File: src/rtl/monolith_axis_chunk_buffer.sv
// AXI-Stream to chunk buffer: collects stream words into fixed-size chunk slots
// and presents one whole chunk at a time through a registered output stage.
module monolith_axis_chunk_buffer #(
  parameter int unsigned C_S_AXIS_TDATA_WIDTH = 32,
  parameter int unsigned CHUNK_SIZE           = 16,
  parameter int unsigned CHUNK_COUNT          = 4
) (
  input  logic                                    S_AXIS_ACLK,
  input  logic                                    S_AXIS_ARESET,
  input  logic                                    S_AXIS_TVALID,
  output logic                                    S_AXIS_TREADY,
  input  logic [C_S_AXIS_TDATA_WIDTH-1:0]         S_AXIS_TDATA,
  input  logic [C_S_AXIS_TDATA_WIDTH/8-1:0]       S_AXIS_TSTRB,
  input  logic                                    S_AXIS_TLAST,
  output logic                                    m_chunk_valid,
  input  logic                                    m_chunk_ready,
  output logic [C_S_AXIS_TDATA_WIDTH-1:0]         m_chunk_data [CHUNK_SIZE],
  output logic [$clog2(CHUNK_SIZE+1)-1:0]         m_chunk_len,
  output logic                                    m_chunk_last,
  output logic [$clog2(CHUNK_COUNT+1)-1:0]        slots_used
);

  localparam int unsigned W     = C_S_AXIS_TDATA_WIDTH;
  localparam int unsigned IdxW  = $clog2(CHUNK_SIZE);
  localparam int unsigned SlotW = $clog2(CHUNK_COUNT);
  localparam int unsigned LenW  = $clog2(CHUNK_SIZE + 1);
  localparam int unsigned UsedW = $clog2(CHUNK_COUNT + 1);

  logic [W-1:0]           mem [CHUNK_COUNT][CHUNK_SIZE];
  logic [LenW-1:0]        slot_len [CHUNK_COUNT];
  logic [CHUNK_COUNT-1:0] slot_last;
  logic [SlotW-1:0]       wr_slot;
  logic [SlotW-1:0]       rd_slot;
  logic [IdxW-1:0]        wr_idx;
  logic                   accept;
  logic                   commit;
  logic                   load;
  logic [W-1:0]           load_data [CHUNK_SIZE];

  // Byte qualifier carries no meaning for this buffer.
  logic unused_tstrb;
  assign unused_tstrb = ^S_AXIS_TSTRB;

  // Handshake decode; TREADY comes straight from registers so beats flow every cycle.
  always_comb begin
    S_AXIS_TREADY = !S_AXIS_ARESET && (slots_used < UsedW'(CHUNK_COUNT));
    accept        = S_AXIS_TVALID && S_AXIS_TREADY;
    commit        = accept && (S_AXIS_TLAST || (wr_idx == IdxW'(CHUNK_SIZE - 1)));
    // A load never targets the write slot: when the head is readable the write
    // slot differs from it unless storage is full, and then nothing is accepted.
    load          = (slots_used != '0) && (!m_chunk_valid || m_chunk_ready);
  end

  // Head slot with words past its length masked so stale contents never leak out.
  always_comb begin
    for (int i = 0; i < CHUNK_SIZE; i++) begin
      load_data[i] = (LenW'(i) < slot_len[rd_slot]) ? mem[rd_slot][i] : '0;
    end
  end

  // Word storage; needs no reset because lengths gate every read.
  always_ff @(posedge S_AXIS_ACLK) begin
    if (accept) begin
      mem[wr_slot][wr_idx] <= S_AXIS_TDATA;
    end
  end

  // Pointers, slot metadata, occupancy and the output chunk register.
  always_ff @(posedge S_AXIS_ACLK) begin
    if (S_AXIS_ARESET) begin
      wr_slot       <= '0;
      rd_slot       <= '0;
      wr_idx        <= '0;
      slots_used    <= '0;
      slot_last     <= '0;
      m_chunk_valid <= 1'b0;
      m_chunk_len   <= '0;
      m_chunk_last  <= 1'b0;
      for (int s = 0; s < CHUNK_COUNT; s++) begin
        slot_len[s] <= '0;
      end
      for (int i = 0; i < CHUNK_SIZE; i++) begin
        m_chunk_data[i] <= '0;
      end
    end else begin
      if (accept) begin
        if (commit) begin
          slot_len[wr_slot]  <= LenW'(wr_idx) + LenW'(1);
          slot_last[wr_slot] <= S_AXIS_TLAST;
          wr_idx             <= '0;
          wr_slot            <= wr_slot + SlotW'(1);
        end else begin
          wr_idx <= wr_idx + IdxW'(1);
        end
      end

      if (load) begin
        rd_slot       <= rd_slot + SlotW'(1);
        m_chunk_valid <= 1'b1;
        m_chunk_len   <= slot_len[rd_slot];
        m_chunk_last  <= slot_last[rd_slot];
        for (int i = 0; i < CHUNK_SIZE; i++) begin
          m_chunk_data[i] <= load_data[i];
        end
      end else if (m_chunk_valid && m_chunk_ready) begin
        m_chunk_valid <= 1'b0;
      end

      // Simultaneous commit and load cancel out.
      if (commit && !load) begin
        slots_used <= slots_used + UsedW'(1);
      end else if (load && !commit) begin
        slots_used <= slots_used - UsedW'(1);
      end
    end
  end

endmodule

File: config.mk
export PLATFORM = sky130hd
export DESIGN_NAME = monolith_axis_chunk_buffer
export DESIGN_NICKNAME = d
export VERILOG_FILES = /design/src/rtl/monolith_axis_chunk_buffer.sv
export SDC_FILE = /design/constraint.sdc
export NUM_CORES = 2
export LEC_CHECK = 0
export BUFFER_PORTS_ARGS = -buffer_cell sky130_fd_sc_hd__buf_2
export CORE_UTILIZATION = 45
export DETAILED_ROUTE_END_ITERATION = 12
export HOLD_SLACK_MARGIN = 0.06
export PLACE_DENSITY = 0.68
export SLEW_MARGIN = 20
export SYNTH_ARGS = -nofsm -noshare
export SYNTH_HDL_FRONTEND = slang
export SYNTH_SLANG_ARGS = --single-unit
export TNS_END_PERCENT = 30
File: constraint.sdc
create_clock -name S_AXIS_ACLK -period 8.9 [get_ports S_AXIS_ACLK]
set_input_delay 0.445 -clock S_AXIS_ACLK [delete_from_list [all_inputs] [get_ports S_AXIS_ACLK]]
set_output_delay 0.445 -clock S_AXIS_ACLK [all_outputs]
set_load 0.02 [all_outputs]
==> flow_metrics.py <==
metrics = {
    "die": {
        "initial_utilization": 0.453,
        "dieArea_mm2": 0.208,
        "ios": 564,
        "die_w_um": 456,
        "die_y_um": 456,
        "num_rows": 166,
        "core_area_mm2": 0.205,
    },
    "detailed_routing": {
        "routed_via_density": 5.71,
        "dr.pass1.iters": 5,
        "drt_iter0_drc": 4334,
        "num_vias": 46864,
        "routed_wl_um": 234000,
        "drc": 0,
        "wl_per_cell_um": 28.5,
        "ant_nets": 0,
    },
    "clocking": {
        "tritoncts": "yes",
        "clock-root-buffer": "clkbuf_16",
        "insertion_delay_ns": 0.92,
        "cts_buffer_depth": 4,
        "cts-buffers-inserted": 284,
        "clk_pin_slew_ns": 0.06,
        "cts_resized": 0,
        "cts_num_sinks": 2604,
        "htreeDepth": 5,
    },
    "placement": {
        "io_buffers": 559,
        "dpl.hpwl_um": 125000,
        "gp_congestion": 0.766,
    },
    "sta": {
        "hold_viol_final": 0,
        "max_clock_freq_ghz": 0.270,
        "rsz0062_at_grt": "no",
        "setup_violations": 0,
        "relSlewSlack": 0.0772,
        "worst_pin_slew_ns": 1.38,
        "setup-tns-final_ns": 0,
        "whs_ns": 0.173,
        "period_share": 0.416,
        "fin_skew_ns": 0.0645,
        "min_period_ns": 3.70,
        "drv_slew": 0,
    },
    "logic_synthesis": {
        "syn_nets": 4679,
        "synth_seq_cells": 2604,
        "synth-seq-area-share": 0.785,
        "ys_warn_count": 0,
        "synthCells": 4628,
        "syn_area_mm2": 0.0928,
        "syn_area_per_cell_um2": 20.0,
        "ys_types": 48,
    },
    "worst_setup_path": {
        "cp_num_buf_inv": 2,
        "path_common_cell": "buf_4",
        "slowest_delay_ns": 0.95,
        "cp-end-kind": "flop",
        "crit_family": "buffers and inverters",
        "critPathMaxFanout": 68,
        "reg2reg_slack_ns": 5.20,
        "critPathArrivalTime_ns": 4.45,
        "crit_type": "reg -> reg",
        "cp-start-kind": "flop",
        "crit_path_cell_trace": "buf_4 > buf_4 > mux4_2 > nand2_1 > a21oi_1",
        "cp.required_ns": 9.64,
        "cp_slowest_cell": "dfxtp_4",
    },
    "global_route": {
        "grt_pass1_wl_um": 333000,
        "antenna_found_initial": 12,
        "grt_overflow_total": 0,
        "grt_usage": 0.222,
        "grt_pass1_vias": 46708,
        "grt_max_degree": 150,
    },
    "min_path": {
        "hp-class": "in -> reg",
    },
    "power_and_ir_drop": {
        "p_switching_uw": 9650,
        "clkPwrFrac": 0.346,
        "p_leak_uw": 0.0366,
        "internal_power_uw": 23300,
        "power_frac_comb": 0.210,
        "sw_frac_of_total": 0.293,
        "pwr-share-seq": 0.443,
        "peakVddDrop_mv": 0.312,
        "p_per_area_mw_per_mm2": 305,
    },
    "cells_and_area": {
        "final.fill_count": 15943,
        "drive_gt1_frac": 0.295,
        "area_growth_pct": 16.3,
        "mostFrequentLayoutCells": "edfxtp_1, dfxtp_1, buf_2",
        "nets": 5349,
        "layout_commonest_cell": "edfxtp_1",
    },
    "job": {
        "cap_violations": 0,
    },
    "status": {
        "status": "complete, no violations",
    },
}
[state kept, by name (all words and copies together) (netlist names), named ones only]
signal         count
slot_len          20
rd_slot            2
slot_last          4
mem             2048
m_chunk_last       1
m_chunk_len        5
m_chunk_valid      1
wr_idx             4
m_chunk_data     512
wr_slot            2
slots_used         3
[worst reg2reg max path, delay by kind of cell (launching register included)]
family	cells	cell delay (ns)
multiplexers	1	0.47
AND/OR/NAND/NOR	1	0.17
flip-flops	1	0.95
buffers and inverters	2	1.89
AO/OA/AOI/OAI	1	0.09
[synthesized netlist by cell type, drive strengths merged]
| cell | number | area share |
|---|---|---|
| mux4 | 518 | 0.13 |
| nor2b | 3 | 0.00020 |
| a31o | 1 | 0.000094 |
| a211o | 1 | 0.000094 |
| o211a | 2 | 0.00022 |
| xor2 | 3 | 0.00028 |
| fa | 1 | 0.00022 |
| o21a | 2 | 0.00024 |
| clkbuf | 199 | 0.0081 |
| nand2b | 5 | 0.00034 |
| clkinv | 2 | 0.000081 |
| and3 | 61 | 0.0041 |
| nor3 | 9 | 0.00049 |
| or3 | 2 | 0.00013 |
| o311a | 1 | 0.00011 |
| buf | 86 | 0.0047 |
| a22oi | 64 | 0.0052 |
| nand2 | 215 | 0.0087 |
| o31ai | 1 | 0.000081 |
| nor2 | 94 | 0.0038 |
| xnor2 | 4 | 0.00038 |
| o21bai | 1 | 0.000081 |
| a31oi | 2 | 0.00013 |
| ha | 9 | 0.0012 |
| edfxtp | 2068 | 0.67 |
| nor3b | 1 | 0.000081 |
| a41oi | 1 | 0.000094 |
| nand3b | 1 | 0.000081 |
| nand4 | 1 | 0.000067 |
| nand4b | 1 | 0.000094 |
| and2 | 1 | 0.000067 |
| nand3 | 134 | 0.0072 |
| nor4bb | 1 | 0.00011 |
| dfxtp | 536 | 0.12 |
| nor4 | 2 | 0.00013 |
| mux2i | 2 | 0.00022 |
| inv | 110 | 0.0044 |
| and3b | 1 | 0.000094 |
| o2bb2ai | 97 | 0.0092 |
| a21o | 2 | 0.00016 |
| a21oi | 177 | 0.0095 |
| a22o | 192 | 0.018 |
| or4 | 1 | 0.000081 |
| o21ai | 13 | 0.00070 |
[area by class of cell]
| type | count | area [um^2] | share of cell area |
|---|---|---|---|
| diodes | 13 | 32.5 | 0.000302 |
| flip-flops and latches | 2604 | 72800 | 0.675 |
| inverters | 112 | 428 | 0.00397 |
| clock buffers | 387 | 7910 | 0.0733 |
| repair buffers | 669 | 3780 | 0.0350 |
| well taps | 2688 | 3360 | 0.0312 |
| multi-input cells | 1627 | 18500 | 0.171 |
| clock inverters | 111 | 1080 | 0.0100 |
[what timing repair did]
action	in CTS	in global routing
endpoints found under the hold margin	50	0
setup buffers	0	0
hold buffers	5	0
[metal layers]
layer / global-route usage / part of all wire
met5: 0 / 0.000056
met4: 0.0883 / 0.039
met3: 0.0398 / 0.067
met2: 0.364 / 0.50
met1: 0.295 / 0.40
[metrics by stage]
stage / util / setup slack, ns / instances / cell area [um^2] / power (uW)
2_1_floorplan: - / 5.75 / 4628 / 92800 / 19200
3_5_place_dp: 0.482 / 5.08 / 7694 / 98800 / 21800
4_1_cts: 0.527 / 5.06 / 8197 / 108000 / 33200
5_1_grt: 0.527 / 5.03 / 8200 / 108000 / 34100
6_report: 0.527 / 5.20 / 8211 / 108000 / 32900
3_3_place_gp: 0.482 / 5.14 / 7694 / 98800 / 21800
[final timing paths]
check | start | endpoint | depth (start not counted)
worst max-delay path | flop | m_chunk_data[289] | 5
worst min-delay path | S_AXIS_TDATA[30] | mem[0][286] | 1
worst max register to register | flop | m_chunk_data[289] | 5
worst min register to register | m_chunk_data[300] | m_chunk_data[300] | 2
[kinds of logic (layout without fill, tap and decap cells)]
group | count (synthesis) | after routing | synth area share
flops | 2604 | 2604 | 0.785
compound gates | 557 | 557 | 0.0440
simple gates | 533 | 533 | 0.0258
mux | 520 | 520 | 0.126
buf+inv | 397 | 1279 | 0.0172
fa+ha+maj | 10 | 10 | 0.00143
xor+xnor | 7 | 7 | 0.000661
other cells | 0 | 13 | 0
[power by group through the flow]
stage,clock network (uW),logic (uW),registers (uW)
after global routing,12100,7380,14700
final,11400,6920,14600
after detailed placement,0,7000,14800
after global placement,0,6950,14800
after CTS,11600,7030,14600
after floorplan,0,3750,15500
Note: power is estimated with default switching activity, not from simulation.
